[src/rtl/alu_result_buffer_if.sv]
// Handshake bundle between the ALU result source, the result buffer and its consumer.
// The out_par wire exists only when ALU_RESULT_PARITY_EN is defined.
interface alu_result_buffer_if #(
    parameter int WIDTH = 8,
    parameter int SEL_W = 3,
    parameter int DEPTH = 4,
    parameter int ACC_W = 12
);
    localparam int CNT_W = $clog2(DEPTH) + 1;

    logic             in_valid;
    logic             in_ready;
    logic [WIDTH-1:0] in_y;
    logic [SEL_W-1:0] in_sel;
    logic             clr;
    logic             out_valid;
    logic             out_ready;
    logic [WIDTH-1:0] out_y;
    logic [SEL_W-1:0] out_sel;
    logic             out_zero;
    logic             out_neg;
    logic [CNT_W-1:0] count;
    logic [ACC_W-1:0] acc;
    logic             acc_ovf;
`ifdef ALU_RESULT_PARITY_EN
    logic             out_par;
`endif

    modport master (
        output in_valid, in_y, in_sel, clr, out_ready,
        input  in_ready, out_valid, out_y, out_sel, out_zero, out_neg,
               count, acc, acc_ovf
`ifdef ALU_RESULT_PARITY_EN
        , input out_par
`endif
    );

    modport slave (
        input  in_valid, in_y, in_sel, clr, out_ready,
        output in_ready, out_valid, out_y, out_sel, out_zero, out_neg,
               count, acc, acc_ovf
`ifdef ALU_RESULT_PARITY_EN
        , output out_par
`endif
    );
endinterface

[src/rtl/alu_result_buffer.sv]
// FIFO buffer for ALU results with capture-time flags and a running wrap-around sum.
// Optional per-entry even parity output enabled by defining ALU_RESULT_PARITY_EN.
module alu_result_buffer #(
    parameter int WIDTH = 8,
    parameter int SEL_W = 3,
    parameter int DEPTH = 4,
    parameter int ACC_W = 12
) (
    input logic                clk,
    input logic                rst_n,
    alu_result_buffer_if.slave bus
);
    localparam int PTR_W = $clog2(DEPTH);
    localparam int CNT_W = PTR_W + 1;
    localparam logic [CNT_W-1:0] FULL_C = CNT_W'(DEPTH);

    logic [PTR_W-1:0] wr_ptr_q, wr_ptr_d, rd_ptr_q, rd_ptr_d;
    logic [CNT_W-1:0] count_q, count_d;
    logic [ACC_W-1:0] acc_q, acc_d;
    logic             acc_ovf_q, acc_ovf_d;
    logic [ACC_W:0]   acc_sum;
    logic             push, pop;

    logic [WIDTH-1:0] y_mem    [DEPTH];
    logic [SEL_W-1:0] sel_mem  [DEPTH];
    logic             zero_mem [DEPTH];
    logic             neg_mem  [DEPTH];
`ifdef ALU_RESULT_PARITY_EN
    logic             par_mem  [DEPTH];
`endif

    // Ready depends on occupancy alone, so a full buffer never passes a push through a pop.
    assign bus.in_ready  = (count_q < FULL_C);
    assign bus.out_valid = (count_q != '0);
    assign push          = bus.in_valid & bus.in_ready;
    assign pop           = bus.out_valid & bus.out_ready;
    assign acc_sum       = {1'b0, acc_q} + {{(ACC_W + 1 - WIDTH){1'b0}}, bus.in_y};

    always_comb begin
        wr_ptr_d  = wr_ptr_q;
        rd_ptr_d  = rd_ptr_q;
        count_d   = count_q;
        acc_d     = acc_q;
        acc_ovf_d = acc_ovf_q;
        if (bus.clr) begin
            wr_ptr_d  = '0;
            rd_ptr_d  = '0;
            count_d   = '0;
            acc_d     = '0;
            acc_ovf_d = 1'b0;
        end else begin
            if (push) begin
                wr_ptr_d  = wr_ptr_q + PTR_W'(1);
                acc_d     = acc_sum[ACC_W-1:0];
                acc_ovf_d = acc_ovf_q | acc_sum[ACC_W];
            end
            if (pop) rd_ptr_d = rd_ptr_q + PTR_W'(1);
            case ({push, pop})
                2'b10:   count_d = count_q + CNT_W'(1);
                2'b01:   count_d = count_q - CNT_W'(1);
                default: count_d = count_q;
            endcase
        end
    end

    always_ff @(posedge clk or negedge rst_n) begin
        if (!rst_n) begin
            wr_ptr_q  <= '0;
            rd_ptr_q  <= '0;
            count_q   <= '0;
            acc_q     <= '0;
            acc_ovf_q <= 1'b0;
        end else begin
            wr_ptr_q  <= wr_ptr_d;
            rd_ptr_q  <= rd_ptr_d;
            count_q   <= count_d;
            acc_q     <= acc_d;
            acc_ovf_q <= acc_ovf_d;
        end
    end

    // Storage carries no reset; reads are masked by out_valid below.
    always_ff @(posedge clk) begin
        if (push && !bus.clr) begin
            y_mem[wr_ptr_q]    <= bus.in_y;
            sel_mem[wr_ptr_q]  <= bus.in_sel;
            zero_mem[wr_ptr_q] <= (bus.in_y == '0);
            neg_mem[wr_ptr_q]  <= bus.in_y[WIDTH-1];
`ifdef ALU_RESULT_PARITY_EN
            par_mem[wr_ptr_q]  <= ^bus.in_y;
`endif
        end
    end

    assign bus.out_y    = bus.out_valid ? y_mem[rd_ptr_q]   : '0;
    assign bus.out_sel  = bus.out_valid ? sel_mem[rd_ptr_q] : '0;
    assign bus.out_zero = bus.out_valid & zero_mem[rd_ptr_q];
    assign bus.out_neg  = bus.out_valid & neg_mem[rd_ptr_q];
`ifdef ALU_RESULT_PARITY_EN
    assign bus.out_par  = bus.out_valid & par_mem[rd_ptr_q];
`endif
    assign bus.count    = count_q;
    assign bus.acc      = acc_q;
    assign bus.acc_ovf  = acc_ovf_q;
endmodule

[src/flat_wrapper.sv]
// flat-port wrapper written by rule: the top's interface ports become plain ports
module alu_result_buffer_flat 
#(
    parameter int WIDTH = 8,
    parameter int SEL_W = 3,
    parameter int DEPTH = 4,
    parameter int ACC_W = 12
)
  (clk, rst_n, bus_in_valid, bus_in_y, bus_in_sel, bus_clr, bus_out_ready, bus_in_ready, bus_out_valid, bus_out_y, bus_out_sel, bus_out_zero, bus_out_neg, bus_count, bus_acc, bus_acc_ovf);
  alu_result_buffer_if #(.WIDTH(WIDTH), .SEL_W(SEL_W), .DEPTH(DEPTH), .ACC_W(ACC_W)) bus_i ();
  input logic clk;
  input logic rst_n;
  input wire logic [$bits(bus_i.in_valid)-1:0] bus_in_valid;
  input wire logic [$bits(bus_i.in_y)-1:0] bus_in_y;
  input wire logic [$bits(bus_i.in_sel)-1:0] bus_in_sel;
  input wire logic [$bits(bus_i.clr)-1:0] bus_clr;
  input wire logic [$bits(bus_i.out_ready)-1:0] bus_out_ready;
  output wire logic [$bits(bus_i.in_ready)-1:0] bus_in_ready;
  output wire logic [$bits(bus_i.out_valid)-1:0] bus_out_valid;
  output wire logic [$bits(bus_i.out_y)-1:0] bus_out_y;
  output wire logic [$bits(bus_i.out_sel)-1:0] bus_out_sel;
  output wire logic [$bits(bus_i.out_zero)-1:0] bus_out_zero;
  output wire logic [$bits(bus_i.out_neg)-1:0] bus_out_neg;
  output wire logic [$bits(bus_i.count)-1:0] bus_count;
  output wire logic [$bits(bus_i.acc)-1:0] bus_acc;
  output wire logic [$bits(bus_i.acc_ovf)-1:0] bus_acc_ovf;
  assign bus_i.in_valid = bus_in_valid;
  assign bus_i.in_y = bus_in_y;
  assign bus_i.in_sel = bus_in_sel;
  assign bus_i.clr = bus_clr;
  assign bus_i.out_ready = bus_out_ready;
  assign bus_in_ready = bus_i.in_ready;
  assign bus_out_valid = bus_i.out_valid;
  assign bus_out_y = bus_i.out_y;
  assign bus_out_sel = bus_i.out_sel;
  assign bus_out_zero = bus_i.out_zero;
  assign bus_out_neg = bus_i.out_neg;
  assign bus_count = bus_i.count;
  assign bus_acc = bus_i.acc;
  assign bus_acc_ovf = bus_i.acc_ovf;
  alu_result_buffer #(.WIDTH(WIDTH), .SEL_W(SEL_W), .DEPTH(DEPTH), .ACC_W(ACC_W)) u_core (.clk(clk), .rst_n(rst_n), .bus(bus_i));
endmodule
[config.mk]
export PLATFORM = sky130hd
export DESIGN_NAME = alu_result_buffer_flat
export DESIGN_NICKNAME = d
export VERILOG_FILES = /design/src/rtl/alu_result_buffer_if.sv /design/src/rtl/alu_result_buffer.sv /design/src/flat_wrapper.sv
export SDC_FILE = /design/constraint.sdc
export NUM_CORES = 1
export LEC_CHECK = 0
export ABC_CLOCK_PERIOD_IN_PS = 1850
export BUFFER_PORTS_ARGS = -buffer_cell sky130_fd_sc_hd__buf_2
export CAP_MARGIN = 0
export CORE_MARGIN = 5
export CORE_UTILIZATION = 51
export DETAILED_ROUTE_END_ITERATION = 7
export PLACE_DENSITY = 0.75
export SLEW_MARGIN = 20
export SYNTH_ARGS = -nofsm -noshare
export SYNTH_HDL_FRONTEND = slang
export SYNTH_SLANG_ARGS = --single-unit
[constraint.sdc]
create_clock -name clk -period 1.85 [get_ports clk]
set_input_delay 0.0925 -clock clk [delete_from_list [all_inputs] [get_ports clk]]
set_output_delay 0.0925 -clock clk [all_outputs]
set_load 0.01 [all_outputs]
# After elaboration in Yosys (flattened, before gate mapping)
# Memory sizes are Yosys's and may differ from the RTL's.
# Index checks and enable logic that the tools add are counted.
# Widths: inputs -> output; s select.
# totals
register_bits,20
mem_bits_rw,52
word_cells,43
mem_count,4
# op_classes
n_mux,14
bitwise_logic,5
n_addsub,5
n_reduce_logical,7
eq_ne,2
order_cmp,1
# mem_list
memory,depth,width,rd,rd_clocked_by_memory_dff,write_ports,line_no,text
u_core.y_mem,4,8,1,0,1,alu_result_buffer.sv:24,logic [WIDTH-1:0] y_mem [DEPTH];
u_core.sel_mem,4,3,1,0,1,alu_result_buffer.sv:25,logic [SEL_W-1:0] sel_mem [DEPTH];
u_core.neg_mem,4,1,1,0,1,alu_result_buffer.sv:27,logic neg_mem [DEPTH];
u_core.zero_mem,4,1,1,0,1,alu_result_buffer.sv:26,logic zero_mem [DEPTH];
# ops
cell,count
$mux 12,2
$add 12x8->13,1
$logic_not 8->1,1
$mux 2,4
$mux 8,1
$mux 3,2
$pmux 3 s2,1
$reduce_bool 3->1,2
$add 2x1->2 const B,2
$and 1x1->1,4
$mux 1,4
$reduce_bool 2->1,2
$add 3x1->3 const B,1
$lt 3x3->1 const B,1
$sub 3x1->3 const B,1
$eq 2x1->1 const B,1
$eq 2x2->1 const B,1
$logic_and 1x1->1,1
$logic_not 1->1,1
$or 1x1->1,1

# Longest topological paths before layout
# Gate-level depths: netlist (run 1).
# logic_depth
word_depth,5
mapped_depth,8

# Least setup slack after synthesis (run 1)
# OpenSTA, ideal clock, no wires.
# synth_timing
path_kind,reg2reg
start,register u_core.count_q[2] (netlist: u_core.bus.count[2])
end,register u_core.count_q[2] (netlist: u_core.bus.count[2])
stages_incl_launch_ff,9
path_buffers,2
arrival_ns,1.867
slack_ns,-0.089
path_cell_list,dfrtp_1 -> nor2b_1 -> clkbuf_1 -> buf_2 -> nor2_1 -> fa_1 -> nor4_1 -> a221oi_1 -> nor2_1
# synth_between
elab_chain_len,5
word_cells_on_any_way,11
# synth_lines
element,line_no,text
start: declaration,alu_result_buffer.sv:18,"logic [CNT_W-1:0] count_q, count_d;"
start signal: assignment,alu_result_buffer.sv:76,count_q <= count_d;
$lt 3x3->1 / $reduce_bool 3->1 (equally long branches),"alu_result_buffer.sv:33, alu_result_buffer.sv:34",
"$and 1x1->1, on equally long branches","alu_result_buffer.sv:35, alu_result_buffer.sv:36",
$eq 2x1->1 / $eq 2x2->1 (equally long branches),alu_result_buffer.sv:58,"case ({push, pop})"
$pmux 3 s2,alu_result_buffer.sv:58,
$mux 3,alu_result_buffer.sv:45,if (bus.clr) begin
# Parallel ways exist; a longest one is shown, timed or not.
# A chain may end at the register's enable or synchronous reset.

# Worst setup path after layout (run 1)
# layout_timing
start,register u_core.acc_q[0] (netlist: u_core.bus.acc[0])
end,register u_core.acc_q[10] (netlist: u_core.bus.acc[10])
# layout_between
elab_chain_len,3
# layout_lines
element,line_no,text
start: declaration,alu_result_buffer.sv:19,"logic [ACC_W-1:0] acc_q, acc_d;"
start signal: assignment,alu_result_buffer.sv:71,acc_q <= '0;
start signal: assignment,alu_result_buffer.sv:77,acc_q <= acc_d;
$add 12x8->13,alu_result_buffer.sv:37,"assign acc_sum = {1'b0, acc_q} + {{(ACC_W + 1 - WIDTH){1'b0}}, bus.in_y};"
$mux 12,alu_result_buffer.sv:52,if (push) begin
$mux 12,alu_result_buffer.sv:45,
# Every way passes these cells. The select of a mux whose other input is x is not followed.

==> results of run 1 <==
==> state kept, by name, indices dropped and copies added (netlist names) <==
name and flops:
u_core.sel_mem 12, u_core.rd_ptr_q 2, u_core.wr_ptr_q 2, u_core.zero_mem 4, u_core.neg_mem 1, u_core.bus.count 3
u_core.bus.acc 12, u_core.y_mem 31, u_core.bus.acc_ovf 1
==> through the flow <==
| stage | instances | area, µm² | total power [mW] | hold slack, ps | utilization |
|---|---|---|---|---|---|
| after floorplan | 234 | 3260 | 3.10 | -203 | - |
| after global placement | 364 | 3680 | 3.68 | 78.3 | 0.587 |
| after detailed placement | 364 | 3680 | 3.72 | 83.2 | 0.587 |
| after CTS | 386 | 3900 | 4.78 | 16.2 | 0.622 |
| after global routing | 390 | 4080 | 5.30 | 20.5 | 0.649 |
| final | 390 | 4080 | 4.96 | 25.7 | 0.649 |
==> cells in the final DEF (no fill, tap or decap), drive strengths merged, types with 4 or more instances in the layout <==
cell / instances
nor3: 4
dlygate4sd3: 4
dfrtp: 20
nand2: 10
a21oi: 11
mux4: 12
buf: 68
nor2: 15
ha: 12
and3: 7
edfxtp: 48
nor2b: 4
a211o: 4
clkbuf: 13
and2: 14
inv: 9
nand3: 10
==> power groups by stage <==
stage          sequential [mW]  clock, mW  combinational [mW]
2_1_floorplan             1.96          0                1.13
3_3_place_gp              1.96          0                1.72
3_5_place_dp              1.97          0                1.75
4_1_cts                   1.93       1.03                1.81
5_1_grt                   1.96       1.10                2.23
6_report                  1.95       1.01                2.01
==> critical path: stages (launching register included) <==
cell and delay (ps):
dfrtp_1 420, ha_4 190, fa_2 410, nand3_4 90, a21oi_2 70, o2111ai_2 220, mux2_4 320
==> routing by layer <==
metal  GRT usage  up-vias
li1            -     1036
met3      0.0376        7
met4      0.0668        0
met2       0.269       56
met1       0.216     1038
met5           0        -
==> cell families (layout without fill, tap and decap cells) <==
group / count (synthesis) / in the layout / share of synthesized area
muxes: 16 / 16 / 0.0966
xor gates and xnor gates: 5 / 5 / 0.0135
DFF: 68 / 68 / 0.597
and+or+nand+nor: 74 / 74 / 0.122
adders and majority gates: 14 / 14 / 0.0585
buffers and inverters: 20 / 99 / 0.0269
AOI/OAI and AO/OA: 37 / 37 / 0.0851
==> path summary, 6_finish.rpt <==
check,slack [ps],cells past startpoint,startpoint,to
worst max-delay path,20,6,u_core.bus.acc[0]$_DFFE_PN0P_,u_core.bus.acc[10]$_DFFE_PN0P_
worst min-delay path,30,1,bus_in_y[7],u_core.y_mem[2][7]$_DFFE_PP_
worst max register to register,20,6,u_core.bus.acc[0]$_DFFE_PN0P_,u_core.bus.acc[10]$_DFFE_PN0P_
worst min register to register,520,2,u_core.bus.acc_ovf$_DFFE_PN0P_,u_core.bus.acc_ovf$_DFFE_PN0P_
max in group asynchronous,1260,2,rst_n,u_core.rd_ptr_q[0]$_DFFE_PN0P_
min in group asynchronous,240,2,rst_n,u_core.bus.acc_ovf$_DFFE_PN0P_
==> cell type report <==
| cell class | instances | area (µm²) |
|---|---|---|
| Fill cell | 468 | 2200 |
| Sequential cell | 68 | 1950 |
| Multi-Input combinational cell | 146 | 1340 |
| Timing Repair Buffer | 74 | 497 |
| Clock buffer | 11 | 131 |
| Tap cell | 77 | 96.3 |
| Inverter | 9 | 33.8 |
| Clock inverter | 5 | 28.8 |
==> repair_timing <==
| action | 4_1_cts | 5_1_grt |
|---|---|---|
| buffers inserted | 2 | 3 |
| pin swaps | 0 | 17 |
| hold buffers | 4 | 0 |
| hold endpoints to repair | 32 | 0 |
| setup endpoints to repair | 14 | 12 |
| gates cloned | 0 | 1 |
| resized for setup | 2 | 22 |
==> results.md, run 1 <==
- Outcome: complete, no violations
- Layout area overhead: 25.4%
- Sequential element share of the synthesized area: 0.597
- Final Max Tran Viols: 0
- Nets: 338
- P_leak: 1.65 nW
- Share of layout cells above drive strength 1: 0.393
- HP Class: input port to flip-flop
- Most frequent cell after synthesis: edfxtp_1
- Syn avg cell area: 13.9 µm²
- Gate power share: 0.405
- Via-to-Cell Ratio: 5.48
- FFs w/ async S/R, synth: 0.294
- IO Port Bufs: 46
- Vias in the first global route: 2,176
- Final wirelength: 6510 µm
- Required time worst endpoint: 2070 ps
- Switch Pwr: 1.63 mW
- Gpl congestion: 0.845
- Core Area: 6280 µm²
- Detailed Route Iter0 Violations: 74
- Final Critical Period: 1830 ps
- Clock power frac: 0.203
- TritonCTS Buffers: 9
- Htree depth: 3
- Die ar.: 8070 µm²
- Met2 Routed Length: 3330 µm
- Largest net degree at the start of global routing: 21
- CTS tree: built
- Clk buf depth: 2
- Max cap viols: 0
- Setup-failing EPs final: 0
- DR WL/cell: 16.7 µm
- Startpoint types: flip-flop
- P_int: 3.33 mW
- Worst setup margin: 17.7 ps
- Post-synth EDFFs: 48
- Clock Sinks: 68
- First-pass GRT wire length: 10,700 µm
- Ant. Diodes: 0
- Max-slew headroom: 0.689
- Initial DRT Pass Iterations: 4
- DP HPWL: 4540 µm
- Routed wl met3: 361 µm
- Peak supply drop: 0.642 mV
- Top post-synthesis cells by area: edfxtp_1 44%, dfrtp_1 15%, mux4_2 8.3%
- Mapped Area: 3250 µm²
- Unrepaired setup endpoints after global routing: true
- Critical path class: flip-flop to flip-flop
- Synth area leader: edfxtp_1
- Setup WS pre-CTS: -8.44 ps
- Die W: 89.8 µm
- Top Layer Used: met4
- Peak fanout along the critical path: 4
- Mapped Nets: 264
- Top FF cell, synth: edfxtp_1
- Cells after Synth: 234
- Worst-Margin Slew: 467 ps
- Sw Ratio: 0.328
- Setup Skew: 3.53 ps
- CP endpoint kind: flip-flop
- Overflow after GRT: 0
- Initial antenna violation count: 0
- Yosys Warn Count: 0
- Die height: 89.8 µm
- Top post-synthesis cells by count: 48 x edfxtp_1, 20 x dfrtp_1, 14 x and2_1, 14 x nor2_1
- Crit path DAT: 2050 ps
- Clock latency on the worst-skew pair: 330 ps
- # DRC: 0
- Post-route met1 wirelength: 2730 µm
- Num rows: 29
- Sequential share of power: 0.392
- Period utilization: 0.990
- Highest clock rate: 0.546 GHz
- Final hold vios: 0
- Root buf cell: clkbuf_8
- Yosys reg bits: 68
- Antenna Violating Nets Remaining: 0
- Routed vias: 2,137
- Worst-path clk slew: 70 ps
- I/O pin count: 47
- GRT Util Overall: 0.166
- Post-synth cell types: 45
- Pwr dens: 1220 nW/µm²
- Top-area cell type share of the netlist area: 0.443
- Initial core utilization: 0.518
- Final setup TNS: 0 ps
Note: power is estimated with default switching activity, not from simulation.
==> run 2, diff against run 1 <==
ABC_AREA = 1   (was unset)
REMOVE_ABC_BUFFERS = 1   (was unset)
==> results.md, run 2 <==
- Layout area overhead: 19.3%
- Most frequent cell after synthesis: nor2_1
- Hold Crit Endpoint: u_core.y_mem[3][5]$_DFFE_PP_
- First-pass GRT wire length: 11,700 µm
- Clock latency on the worst-skew pair: 330 ps
- Worst path bufs/invs: 3
- Die height: 89.9 µm
- CTS tree: built
- Compound-Gate Fraction of Synth Area: 0.102
- Reg2reg start: u_core.bus.acc[0]$_DFFE_PN0P_
- Pwr dens: 1180 nW/µm²
- Dpl cells: 454
- Outcome: complete, no violations
- Gpl congestion: 0.878
- Overflow after GRT: 0
- Top post-synthesis cells by count: 68 x nor2_1, 52 x nand2_1, 48 x edfxtp_1
- Highest clock rate: 0.587 GHz
- Final Max Tran Viols: 0
- Yosys Warn Count: 0
- Final Critical Period: 1700 ps
- Worst setup margin: 146 ps
- Peak supply drop: 0.511 mV
- Max reg flops: 31
- Final wirelength: 6930 µm
- Initial antenna violation count: 0
- Final setup TNS: 0 ps
- Crit-path cells: clkinvlp_4, buf_4, nor2_1, o21ai_0, a21oi_1, buf_2
- Post-synth EDFFs: 48
- TritonCTS Buffers: 9
- Mux contribution to synthesized area: 0
- Num rows: 29
- R2R setup slack: 170 ps
- IO Port Bufs: 46
- # DRC: 0
- Post-synth cell types: 34
- Syn avg cell area: 9.86 µm²
- Clock Sinks: 68
- Commonest cells after routing, fill and taps aside: 68 x nor2_1, 51 x nand2_1, 48 x edfxtp_1
- Unrepaired setup endpoints after global routing: false
- Initial core utilization: 0.518
- Setup-failing EPs final: 0
- FFs w/ async S/R, synth: 0.294
- Post-synthesis simple-gate area fraction: 0.192
- Cells on worst reg2reg path: 10
- Core Area: 6280 µm²
- Adder-cell share of the synthesized area: 0.0585
- Routed vias: 2,470
- Via-to-Cell Ratio: 5.14
- Crit path largest cell delay: 390 ps
- HP Class: input port to flip-flop
- Top FF cell, synth: edfxtp_1
- DR WL/cell: 14.4 µm
- Yosys reg bits: 68
- Required time worst endpoint: 1760 ps
- Root buf cell: clkbuf_8
- Max cap viols: 0
- Worst hold margin: 19.1 ps
- FF-to-FF End: u_core.bus.acc[10]$_DFFE_PN0P_
- Final hold vios: 0
- Max-slew headroom: 0.688
- Main combinational cell family by area after synthesis: simple AND/OR/NAND/NOR gates
- Slowest CP cell: dfrtp_1
- Mapped Area: 3250 µm²
- Share of layout cells above drive strength 1: 0.235
- Largest net degree at the start of global routing: 29
- Top post-synthesis cells by area: edfxtp_1 44%, dfrtp_1 15%, nor2_1 7.8%
- Fin util: 0.618
- Reg with most FFs: u_core.y_mem
- GRT Util Overall: 0.184
- Post-Layout Cell Count: 481
- Htree depth: 3
- Synth area leader: edfxtp_1
- Commonest non-fill, non-tap cell in the layout: nor2_1
- Top-area cell type share of the netlist area: 0.443
- Setup Skew: 4.92 ps
- Peak fanout along the critical path: 9
- Startpoint types: flip-flop
- Critical path class: flip-flop to primary output
- DP HPWL: 4800 µm
- Setup WS pre-CTS: 114 ps
- I/O pin count: 47
- P_leak: 1.73 nW
- Hold Startpoint: bus_in_y[5]
- Clk buf depth: 2
- Die W: 89.9 µm
- Die ar.: 8080 µm²
- Detailed Route Iter0 Violations: 92
- Crit path DAT: 1610 ps
- Initial DRT Pass Iterations: 5
- Cells after Synth: 330
- Synth Area in XOR/XNOR: 0.00538
- Period utilization: 0.921
- Ant. Diodes: 0
- Worst-path clk slew: 70 ps
- Antenna Violating Nets Remaining: 0
- Sequential element share of the synthesized area: 0.597
- Vias in the first global route: 2,440
- Worst-Margin Slew: 469 ps
- CP endpoint kind: primary output
- CP delay by family, top: buffers and inverters
- Nets: 429
- Worst hold path stage count: 1
-- run 2: worst max-delay path by stage --
stage | start | endpoint | slack (ps) | cells past startpoint
global route | u_core.rd_ptr_q[1]$_DFFE_PN0P_ | bus_out_y[2] | 7 | 6
floorplan | u_core.bus.count[2]$_DFFE_PN0P_ | u_core.neg_mem[0]$_DFFE_PP_ | 20 | 5
detailed placement | u_core.bus.acc[0]$_DFFE_PN0P_ | u_core.bus.acc[10]$_DFFE_PN0P_ | 110 | 10
CTS | u_core.bus.count[0]$_DFFE_PN0P_ | bus_out_y[5] | 10 | 5
global placement | u_core.bus.acc[0]$_DFFE_PN0P_ | u_core.bus.acc[10]$_DFFE_PN0P_ | 170 | 10
finish | u_core.rd_ptr_q[1]$_DFFE_PN0P_ | bus_out_y[1] | 150 | 6
-- run 2: repair_timing --
item | 4_1_cts | 5_1_grt
hold endpoints to repair | 33 | 0
gates resized for setup | 0 | 7
hold buffers | 5 | 0
buffers inserted | 0 | 6
setup endpoints to repair | 0 | 8
-- run 2: area by class of cell --
| cell class | instances | area, µm² |
|---|---|---|
| inverters | 28 | 115 |
| repair buffers | 67 | 400 |
| multi-input cells | 225 | 1170 |
| fillers | 526 | 2400 |
| clock inverters | 6 | 31.3 |
| flip-flops and latches | 68 | 1940 |
| clock buffers | 10 | 128 |
| well taps | 77 | 96.3 |
-- run 2: per-stage QoR --
stage          cell area, µm²  power, mW
2_1_floorplan            3210       2.89
3_3_place_gp             3610       3.45
3_5_place_dp             3610       3.50
4_1_cts                  3820       4.49
5_1_grt                  3880       4.90
6_report                 3880       4.56
-- run 2: cells by family (layout without fill, tap and decap cells) --
| logic type | count (synthesis) | in the layout |
|---|---|---|
| DFF | 68 | 68 |
| AOI/OAI and AO/OA | 61 | 61 |
| and+or+nand+nor | 148 | 148 |
| buffers and inverters | 37 | 111 |
| adders and majority gates | 14 | 14 |
| xor gates and xnor gates | 2 | 2 |
-- run 2: routing by layer --
metal | up-vias | GRT usage | share of wire
met5 | - | 0 | 0
li1 | 1249 | - | -
met3 | 12 | 0.0351 | 0.032
met2 | 52 | 0.295 | 0.49
met1 | 1157 | 0.239 | 0.46
met4 | 0 | 0.0868 | 0.019
-- run 2: worst register-to-register path: stages, from the launching register on --
cell,delay (ps)
dfrtp_1,400
ha_1,240
fa_2,350
nand2_2,80
o21ai_2,80
nand2_1,80
nand2_1,100
nand2_1,110
nand2_1,60
nand2_1,50
nor2_1,30
-- run 2: power by group --
| group | internal, mW | total (mW) | switching, mW |
|---|---|---|---|
| Clock | 0.471 | 0.987 | 0.516 |
| Sequential | 1.78 | 1.89 | 0.105 |
| Combinational | 0.647 | 1.69 | 1.04 |
==> run 3, diff against run 2 <==
SETUP_SLACK_MARGIN = 0.4   (was unset)
==> results.md, run 3 (synthesis gave the netlist of run 2 again) <==
- Nets: 456
- Fillers: 434
- DR WL/cell: 17.2 µm
- Overflow after GRT: 0
- Unrepaired setup endpoints after global routing: true
- Fin util: 0.718
- Ant. Diodes: 0
- Top Layer Used: met4
- Final Critical Period: 1700 ps
- Share of layout cells above drive strength 1: 0.415
- Crit path DAT: 1610 ps
- Vias in the first global route: 2,674
- Htree depth: 3
- First-pass GRT wire length: 13,000 µm
- TritonCTS Buffers: 9
- Final Max Tran Viols: 0
- HP Class: input port to flip-flop
- Final hold vios: 0
- Routed wl met3: 417 µm
- Peak supply drop: 0.570 mV
- P_leak: 1.93 nW
- Clock latency on the worst-skew pair: 340 ps
- Setup Skew: 4.83 ps
- Commonest non-fill, non-tap cell in the layout: nor2_1
- Worst path bufs/invs: 2
- Antenna Violating Nets Remaining: 0
- Highest clock rate: 0.588 GHz
- Met2 Routed Length: 4620 µm
- I/O pin count: 47
- CTS tree: built
- Final wirelength: 8750 µm
- Post-route met1 wirelength: 3450 µm
- Via-to-Cell Ratio: 5.48
- Outcome: complete, no violations
- Period utilization: 0.919
- Startpoint types: flip-flop
- IO Port Bufs: 46
- Worst-path clk slew: 70 ps
- Num rows: 29
- Setup WS pre-CTS: 114 ps
- Setup-failing EPs final: 0
- Initial core utilization: 0.518
- Final setup TNS: 0 ps
- Worst setup margin: 149 ps
- Initial DRT Pass Iterations: 4
- # DRC: 0
- Core Area: 6280 µm²
- Clock Sinks: 68
- Reg with most FFs: u_core.y_mem
- GRT Util Overall: 0.204
- DP HPWL: 4800 µm
- Root buf cell: clkbuf_8
- Detailed Route Iter0 Violations: 169
- Largest net degree at the start of global routing: 29
- Critical path class: flip-flop to primary output
- Max cap viols: 0
- Required time worst endpoint: 1760 ps
- Initial antenna violation count: 0
- Max reg flops: 31
- Die height: 89.9 µm
- Crit-path cells: buf_6, nor2_1, nor2_1, o21ai_0, a21oi_1, buf_2
- Peak fanout along the critical path: 12
- Clk buf depth: 2
- Max-slew headroom: 0.679
- Die ar.: 8080 µm²
- Routed vias: 2,786
- Crit path largest cell delay: 430 ps
- Layout area overhead: 38.6%
- CP endpoint kind: primary output
- CP delay by family, top: flip-flops
- Worst-Margin Slew: 481 ps
- Crit-path most repeated cell: nor2_1
- Die W: 89.9 µm
- Commonest cells after routing, fill and taps aside: 55 x nor2_1, 48 x edfxtp_1, 47 x buf_2
- Gpl congestion: 0.878
- Slowest CP cell: dfrtp_2
- Pwr dens: 1170 nW/µm²
run 3: cell count changes in the layout (fill, tap and decap cells not counted), sizes merged:
cell    before  now
inv         26   25
buf         62   89
clkinv       5    6
run 3: cell type report:
| class | count | area (µm²) | area share |
|---|---|---|---|
| Clock inverter | 6 | 31.3 | 0.00694 |
| Sequential cell | 68 | 1950 | 0.432 |
| Multi-Input combinational cell | 225 | 1520 | 0.337 |
| Timing Repair Buffer | 94 | 664 | 0.147 |
| Tap cell | 77 | 96.3 | 0.0214 |
| Clock buffer | 10 | 128 | 0.0283 |
| Inverter | 28 | 125 | 0.0278 |
run 3: worst paths after layout:
path	cells past startpoint	to	slack, ps	from
worst max-delay path	6	bus_out_y[5]	150	u_core.rd_ptr_q[0]$_DFFE_PN0P_
worst min-delay path	1	u_core.y_mem[2][4]$_DFFE_PP_	40	bus_in_y[4]
worst max register to register	8	u_core.bus.acc_ovf$_DFFE_PN0P_	150	u_core.bus.acc[0]$_DFFE_PN0P_
worst min register to register	1	u_core.bus.acc[2]$_DFFE_PN0P_	580	u_core.bus.acc[2]$_DFFE_PN0P_
max in group asynchronous	2	u_core.rd_ptr_q[0]$_DFFE_PN0P_	1260	rst_n
min in group asynchronous	2	u_core.bus.acc[9]$_DFFE_PN0P_	230	rst_n
run 3: routing by layer:
layer / up-vias / global-route usage
met4: 0 / 0.0955
met5: - / 0
li1: 1308 / -
met3: 23 / 0.0359
met2: 102 / 0.351
met1: 1353 / 0.248
run 3: power by group:
part / internal (mW) / total, mW / switching, mW
Combinational: 1.01 / 2.37 / 1.36
Clock: 0.471 / 1.01 / 0.538
Sequential: 1.78 / 1.90 / 0.117
run 3: worst register-to-register path: stages, from the launching register on:
cell,delay [ps]
dfrtp_1,390
ha_2,200
fa_2,380
nand2_4,90
o21ai_4,80
nand2_2,120
nand2_4,80
a21oi_2,180
nor2_1,60
run 3: repair_timing:
item / in CTS / in global routing
buffers inserted: 22 / 8
hold endpoints to repair: 33 / 0
pin swaps: 22 / 38
gates cloned: 1 / 2
hold buffers: 5 / 0
gates resized for setup: 45 / 76
setup endpoints to repair: 25 / 75
run 3: through the flow:
| step | total power [mW] | instance area (µm²) | hold slack, ps | instances |
|---|---|---|---|---|
| after CTS | 4.90 | 4170 | 24.7 | 498 |
| after floorplan | 2.89 | 3210 | -203 | 321 |
| final | 5.28 | 4510 | 37.1 | 508 |
| after global routing | 5.60 | 4510 | 27.5 | 508 |
| after global placement | 3.45 | 3610 | 71.9 | 454 |
| after detailed placement | 3.50 | 3610 | 71.1 | 454 |
